### src/rtl/uart_pkg.sv
// uart_pkg: shared types and helpers for the nvboard UART receive/send path.
// Build option: UART_RX_PARITY_EN adds an even parity bit to the receive frame.
package uart_pkg;

    typedef enum logic [2:0] {
        IDLE,
        START,
        DATA,
        PARITY,
        STOP,
        BREAK
    } rx_state_t;

    localparam int UART_DATA_W = 8;

    // Clock cycles per oversample tick, truncated, never below 1.
    function automatic int calc_div(input longint clk_freq, input longint baud,
                                    input longint oversample);
        longint d;
        d = clk_freq / (baud * oversample);
        return (d < 1) ? 1 : int'(d);
    endfunction

endpackage

### src/rtl/uart_receiver_if.sv
// uart_receiver_if: serial input plus the received-byte / status bundle.
// master = the receiver, slave = the display/loopback consumer driving the line.
interface uart_receiver_if;
    import uart_pkg::*;

    logic                   rxd;
    logic [UART_DATA_W-1:0] recv_data;
    logic                   recv_valid;
    logic                   frame_err;
    logic                   parity_err;
    logic                   busy;

    modport master (
        input  rxd,
        output recv_data, recv_valid, frame_err, parity_err, busy
    );

    modport slave (
        output rxd,
        input  recv_data, recv_valid, frame_err, parity_err, busy
    );

endinterface

### src/rtl/uart_baud_tick.sv
// uart_baud_tick: one-cycle tick every DIV clocks; restart re-phases the
// counter so the first tick lands exactly DIV clocks after a start edge.
module uart_baud_tick #(
    parameter int DIV = 27
) (
    input  logic clk,
    input  logic rst,
    input  logic restart,
    output logic tick
);
    localparam int CW = (DIV > 1) ? $clog2(DIV) : 1;
    localparam logic [CW-1:0] LAST = CW'(DIV - 1);

    logic [CW-1:0] cnt;

    assign tick = (cnt == LAST);

    // Free-running divider, wrapped on tick and zeroed on restart.
    always_ff @(posedge clk) begin
        if (rst || restart) cnt <= '0;
        else if (tick)      cnt <= '0;
        else                cnt <= cnt + CW'(1);
    end

endmodule

### src/rtl/uart_receiver.sv
// uart_receiver: 8N1 (or 8E1 with UART_RX_PARITY_EN) deserializer.
// OVERSAMPLE must be even and >= 8; bits are sampled at mid-bit on the
// synchronized line.
module uart_receiver
    import uart_pkg::*;
#(
    parameter int CLK_FREQ   = 50_000_000,
    parameter int BAUD       = 115200,
    parameter int OVERSAMPLE = 16
) (
    input  logic            clk,
    input  logic            rst,
    uart_receiver_if.master rx
);
    localparam int DIV = calc_div(CLK_FREQ, BAUD, OVERSAMPLE);
    localparam int TW  = $clog2(OVERSAMPLE);
    localparam int BW  = $clog2(UART_DATA_W);
    localparam logic [TW-1:0] T_MID    = TW'(OVERSAMPLE / 2 - 1);
    localparam logic [TW-1:0] T_END    = TW'(OVERSAMPLE - 1);
    localparam logic [BW-1:0] BIT_LAST = BW'(UART_DATA_W - 1);

    rx_state_t              state, state_nx;
    logic                   rxd_s1, rxd_s2, rxd_prev;
    logic                   fall, tick, restart, samp, busy;
    logic [TW-1:0]          tcnt;
    logic [BW-1:0]          bitcnt;
    logic [UART_DATA_W-1:0] shreg;
    logic [UART_DATA_W-1:0] recv_data_q;
    logic                   recv_valid_q, frame_err_q;
`ifdef UART_RX_PARITY_EN
    logic                   parity_err_q, par_bad;
`endif

    // Two-flop synchronizer plus previous value; idle-high so reset makes no edge.
    always_ff @(posedge clk) begin
        if (rst) begin
            rxd_s1   <= 1'b1;
            rxd_s2   <= 1'b1;
            rxd_prev <= 1'b1;
        end else begin
            rxd_s1   <= rx.rxd;
            rxd_s2   <= rxd_s1;
            rxd_prev <= rxd_s2;
        end
    end

    assign fall = rxd_prev & ~rxd_s2;

    uart_baud_tick #(.DIV(DIV)) u_tick (
        .clk     (clk),
        .rst     (rst),
        .restart (restart),
        .tick    (tick)
    );

    // State register.
    always_ff @(posedge clk) begin
        if (rst) state <= IDLE;
        else     state <= state_nx;
    end

    // Next-state: start edges are taken immediately, everything else on samples.
    always_comb begin
        state_nx = state;
        unique case (state)
            IDLE:   if (fall) state_nx = START;
            START:  if (samp) state_nx = rxd_s2 ? IDLE : DATA;
`ifdef UART_RX_PARITY_EN
            DATA:   if (samp && bitcnt == BIT_LAST) state_nx = PARITY;
            PARITY: if (samp) state_nx = STOP;
`else
            DATA:   if (samp && bitcnt == BIT_LAST) state_nx = STOP;
`endif
            STOP:   if (samp) state_nx = rxd_s2 ? IDLE : BREAK;
            BREAK:  if (rxd_s2) state_nx = IDLE;
            default: state_nx = IDLE;
        endcase
    end

    // FSM outputs: busy flag, divider re-phase and the mid-bit sample strobe.
    always_comb begin
        busy    = (state != IDLE);
        restart = (state == IDLE) && fall;
        samp    = 1'b0;
        unique case (state)
            START:              samp = tick && (tcnt == T_MID);
            DATA, PARITY, STOP: samp = tick && (tcnt == T_END);
            default:            samp = 1'b0;
        endcase
    end

    // Tick counting, shifting and one-cycle status pulses.
    always_ff @(posedge clk) begin
        if (rst) begin
            tcnt         <= '0;
            bitcnt       <= '0;
            shreg        <= '0;
            recv_data_q  <= '0;
            recv_valid_q <= 1'b0;
            frame_err_q  <= 1'b0;
`ifdef UART_RX_PARITY_EN
            parity_err_q <= 1'b0;
            par_bad      <= 1'b0;
`endif
        end else begin
            recv_valid_q <= 1'b0;
            frame_err_q  <= 1'b0;
`ifdef UART_RX_PARITY_EN
            parity_err_q <= 1'b0;
`endif
            if (state == IDLE || state == BREAK) tcnt <= '0;
            else if (tick)                       tcnt <= samp ? '0 : tcnt + TW'(1);

            if (samp) begin
                unique case (state)
                    START: begin
                        bitcnt <= '0;
`ifdef UART_RX_PARITY_EN
                        par_bad <= 1'b0;
`endif
                    end
                    DATA: begin
                        shreg  <= {rxd_s2, shreg[UART_DATA_W-1:1]};
                        bitcnt <= bitcnt + BW'(1);
                    end
`ifdef UART_RX_PARITY_EN
                    // Even parity: the parity bit equals the XOR of the data bits.
                    PARITY: par_bad <= rxd_s2 ^ (^shreg);
`endif
                    STOP: begin
                        if (!rxd_s2) begin
                            frame_err_q <= 1'b1;
`ifdef UART_RX_PARITY_EN
                        end else if (par_bad) begin
                            parity_err_q <= 1'b1;
`endif
                        end else begin
                            recv_data_q  <= shreg;
                            recv_valid_q <= 1'b1;
                        end
                    end
                    default: ;
                endcase
            end
        end
    end

    assign rx.recv_data  = recv_data_q;
    assign rx.recv_valid = recv_valid_q;
    assign rx.frame_err  = frame_err_q;
    assign rx.busy       = busy;
`ifdef UART_RX_PARITY_EN
    assign rx.parity_err = parity_err_q;
`else
    assign rx.parity_err = 1'b0;
`endif

endmodule

### src/flat_wrapper.sv
// flat-port wrapper written by rule: the top's interface ports become plain ports
module uart_receiver_flat import uart_pkg::*;
#(
    parameter int CLK_FREQ   = 50_000_000,
    parameter int BAUD       = 115200,
    parameter int OVERSAMPLE = 16
)
  (clk, rst, rx_rxd, rx_recv_data, rx_recv_valid, rx_frame_err, rx_parity_err, rx_busy);
  uart_receiver_if rx_i ();
  input  logic clk;
  input  logic rst;
  input wire logic [$bits(rx_i.rxd)-1:0] rx_rxd;
  output wire logic [$bits(rx_i.recv_data)-1:0] rx_recv_data;
  output wire logic [$bits(rx_i.recv_valid)-1:0] rx_recv_valid;
  output wire logic [$bits(rx_i.frame_err)-1:0] rx_frame_err;
  output wire logic [$bits(rx_i.parity_err)-1:0] rx_parity_err;
  output wire logic [$bits(rx_i.busy)-1:0] rx_busy;
  assign rx_i.rxd = rx_rxd;
  assign rx_recv_data = rx_i.recv_data;
  assign rx_recv_valid = rx_i.recv_valid;
  assign rx_frame_err = rx_i.frame_err;
  assign rx_parity_err = rx_i.parity_err;
  assign rx_busy = rx_i.busy;
  uart_receiver #(.CLK_FREQ(CLK_FREQ), .BAUD(BAUD), .OVERSAMPLE(OVERSAMPLE)) u_core (.clk(clk), .rst(rst), .rx(rx_i));
endmodule
### config.mk
export PLATFORM = sky130hd
export DESIGN_NAME = uart_receiver_flat
export DESIGN_NICKNAME = d
export VERILOG_FILES = /design/src/rtl/uart_pkg.sv /design/src/rtl/uart_receiver_if.sv /design/src/rtl/uart_baud_tick.sv /design/src/rtl/uart_receiver.sv /design/src/flat_wrapper.sv
export SDC_FILE = /design/constraint.sdc
export NUM_CORES = 1
export LEC_CHECK = 0
export ABC_CLOCK_PERIOD_IN_PS = 3850
export BUFFER_PORTS_ARGS = -buffer_cell sky130_fd_sc_hd__buf_2
export CORE_UTILIZATION = 40
export DETAILED_ROUTE_END_ITERATION = 6
export GPL_TIMING_DRIVEN = 0
export SLEW_MARGIN = 15
export SYNTH_ARGS = -nofsm -noshare
export SYNTH_HDL_FRONTEND = slang
export SYNTH_SLANG_ARGS = --single-unit
### constraint.sdc
create_clock -name clk -period 3.85 [get_ports clk]
set_input_delay 0.9625 -clock clk [delete_from_list [all_inputs] [get_ports clk]]
set_output_delay 0.9625 -clock clk [all_outputs]
set_load 0.01 [all_outputs]
==> flow_metrics.env <==
export IMPL_syn_avg_cell_area_sq_um=9.64
export IMPL_syn_num_nets=173
export IMPL_clock_skew_ns=0.00682
export IMPL_drtIter0Drc=122
export IMPL_path_max_fanout=10
export IMPL_tritoncts="built"
export IMPL_r2r_cells=7
export IMPL_fp_dieH_um=65.1
export IMPL_crit_top_cell="buf_2"
export IMPL_drc=0
export IMPL_vias=1168
export IMPL_fin_cells=234
export IMPL_crit_required_ns=2.89
export IMPL_cp_arrival_ns=1.51
export IMPL_clockBufferDepth=2
export IMPL_clock_latency_ns=0.28
export IMPL_timing_rr_end="u_core.shreg[7]$_SDFFE_PP0P_"
export IMPL_endpoint_kind="output port"
export IMPL_worst_pin_slew_ns=0.696
export IMPL_htree_levels=2
export IMPL_finalHoldViolCount=0
export IMPL_cts_repair_resized=0
export IMPL_syn2layout_area_growth_pct=13.8
export IMPL_final_area_sq_mm=0.00181
export IMPL_grt_usage_pct=14.9
export IMPL_fillCellCount=363
export IMPL_antenna_found_initial=0
export IMPL_p_int_uw=538
export IMPL_synth_area_top_cells="dfxtp_1, mux2i_1, nor2_1, ha_1, nand2_1"
export IMPL_async_flop_share_pct=0
export IMPL_grt_pass1_vias=1062
export IMPL_pin_count=15
export IMPL_endpoint="rx_busy"
export IMPL_wire_per_inst_um=11.9
export IMPL_wl_um=2780
export IMPL_rsz0062_at_grt="false"
export IMPL_viasPerCell=4.99
export IMPL_cp_cell_sequence="buf_2 -> clkbuf_1 -> or3_1 -> buf_2"
export IMPL_fmaxAchievable_mhz=405
export IMPL_io_buffers=13
export IMPL_regArea_sq_um=721
export IMPL_ir_drop_uv=262
export IMPL_clkPwrFrac_pct=39.8
export IMPL_dpl_cell_area_sq_mm=0.00172
export IMPL_power_share_combinational_pct=5.3
export IMPL_finalPower_uw=696
export IMPL_tns_ns=0
export IMPL_synth_most_common_cell="dfxtp_1"
export IMPL_grt_max_degree=12
export IMPL_slowest_delay_ns=0.40
export IMPL_synth_distinct_cells=41
export IMPL_placedCellCount=226
export IMPL_netlist_instances=165
export IMPL_placementRows=22
export IMPL_crit_type="flip-flop to output port"
export IMPL_core_area_sq_mm=0.00374
export IMPL_n_antenna_cell=0
export IMPL_first_pass_iters=4
export IMPL_finalCritPeriodShare_pct=64.1
export IMPL_dp_hpwl_um=2030
export IMPL_synth_flop_cell="dfxtp_1"
export IMPL_numCtsBuffers=5
export IMPL_place_worst_setup_slack_ns=1.70
export IMPL_drive_above_1_share_pct=18.3
export IMPL_swShare_pct=22.6
export IMPL_setup_violations=0
export IMPL_grt_ovfl_total=0
export IMPL_p_leak_nw=0.797
export IMPL_synth_warning_count=0
export IMPL_synth_area_sq_mm=0.00159
export IMPL_regToRegSetupSlack_ns=2.02
export IMPL_finalCriticalPeriod_ns=2.47
export IMPL_path_clk_slew_ns=0.07
export IMPL_status="finished clean"
export IMPL_multi_input_area_sq_um=802
export IMPL_r2r_start="u_core.u_tick.cnt[0]$_SDFF_PP0_"
export IMPL_synth_seq_area_share_pct=45.3
export IMPL_p_sw_uw=158
export IMPL_synth_commonest_cells="dfxtp_1, nor2_1, mux2i_1"
export IMPL_max_slew_margin_rel_pct=52.9
export IMPL_grt_first_pass_wirelength_um=4770
export IMPL_die_w_um=65.1
export IMPL_post_cts_repair_setup_buffers=0
export IMPL_critPathSlowestCell="or3_1"
export IMPL_startpoint_type="flip-flop"
export IMPL_drv_cap=0
export IMPL_worst_slack_ns=1.38
export IMPL_synth_top_area_share_pct=45.3
export IMPL_seqPwrFrac_pct=54.9
export IMPL_report_final_slew_viol_count=0
export IMPL_start_util_pct=42.5
export IMPL_globalplace_congestion=0.767
export IMPL_yosysTopAreaCell="dfxtp_1"
export IMPL_powerDensity_mw_per_mm2=385
export IMPL_ys_seq_elements=36
export IMPL_hold_buffers=0
export IMPL_synth_edf_count=0
export IMPL_fin_nets=193
export IMPL_cts_sinks=36
export IMPL_cp_startpoint="u_core.state[2]$_SDFFE_PP0P_"
export IMPL_cts_root_buf="clkbuf_8"
export IMPL_detail_route_antenna_nets=0
export IMPL_holdCritPathClass="flip-flop to flip-flop"
export IMPL_die_area_sq_mm=0.00423
==> layout by cell type (no fill, tap or decap), types with 3 or more instances in the layout <==
cell type / netlist / layout
a21oi_1: 4 / 4
buf_2: 3 / 16
clkbuf_1: 4 / 5
clkbuf_8: 0 / 6
dfxtp_1: 36 / 36
ha_1: 5 / 5
mux2i_1: 19 / 19
nand2_1: 12 / 12
nor2_1: 32 / 32
nor3_1: 3 / 3
or2_2: 3 / 3
xor2_1: 5 / 5
==> metal layers <==
metal / GRT usage, % / wire length (um) / up-vias
met4: 5.71 / 25 / 0
met1: 19.1 / 1340 / 541
met5: 0 / 0 / -
met3: 4.75 / 102 / 4
met2: 23.2 / 1320 / 14
li1: - / - / 609
==> flip-flops by register name, summed over array words and instances (netlist names) <==
register,count
u_core.rx.recv_data,8
u_core.shreg,8
u_core.u_tick.cnt,5
u_core.tcnt,4
u_core.bitcnt,3
u_core.state,3
u_core.rx.frame_err,1
u_core.rx.recv_valid,1
u_core.rxd_prev,1
u_core.rxd_s1,1
u_core.rxd_s2,1
==> how the worst min path moves through the flow <==
stage	start	to	slack (ns)	cells after the start
floorplan	u_core.rxd_s1$_SDFF_PP1_	u_core.rxd_s2$_SDFF_PP1_	0.39	1
detailed placement	u_core.rxd_s1$_SDFF_PP1_	u_core.rxd_s2$_SDFF_PP1_	0.40	1
CTS	u_core.rxd_s1$_SDFF_PP1_	u_core.rxd_s2$_SDFF_PP1_	0.42	1
global route	u_core.rxd_s1$_SDFF_PP1_	u_core.rxd_s2$_SDFF_PP1_	0.43	1
global placement	u_core.rxd_s1$_SDFF_PP1_	u_core.rxd_s2$_SDFF_PP1_	0.39	1
finish	u_core.rxd_s1$_SDFF_PP1_	u_core.rxd_s2$_SDFF_PP1_	0.42	1
==> layout make-up <==
type | instances | share of cell area, %
flip-flops and latches | 36 | 39.8
clock buffers | 7 | 4.77
plain buffers | 11 | 3.32
well taps | 48 | 3.32
multi-input cells | 116 | 44.3
inverters | 2 | 0.415
clock inverters | 1 | 0.415
repair buffers | 13 | 3.60
==> stage by stage <==
step	hold slack (ns)	util (%)
global route	0.434	48.3
finish	0.420	48.3
detailed placement	0.402	45.8
CTS	0.419	48.3
global placement	0.393	45.8
floorplan	0.389	-
==> power by group through the flow <==
stage	clock network (mW)	logic, mW	registers (mW)
floorplan	0	0.0286	0.389
finish	0.277	0.0369	0.382
detailed placement	0	0.0368	0.391
CTS	0.284	0.0370	0.382
global route	0.303	0.0410	0.383
global placement	0	0.0358	0.390
==> critical path: cells and delay by family, from the launching register on <==
family / cells / cell delay, ns
AND/OR/NAND/NOR: 1 / 0.40
flip-flops: 1 / 0.30
buffers and inverters: 3 / 0.53
==> logic make-up after synthesis <==
kind of cell | share of synthesized area, %
flip-flops | 45.3
buffers and inverters | 4.25
other | 0.236
AND/OR/NAND/NOR | 22.2
XOR/XNOR | 3.86
adder cells (fa/ha/maj) | 3.93
AO/OA/AOI/OAI | 8.26
multiplexers | 12.0
Note: power is estimated with default switching activity, not from simulation.
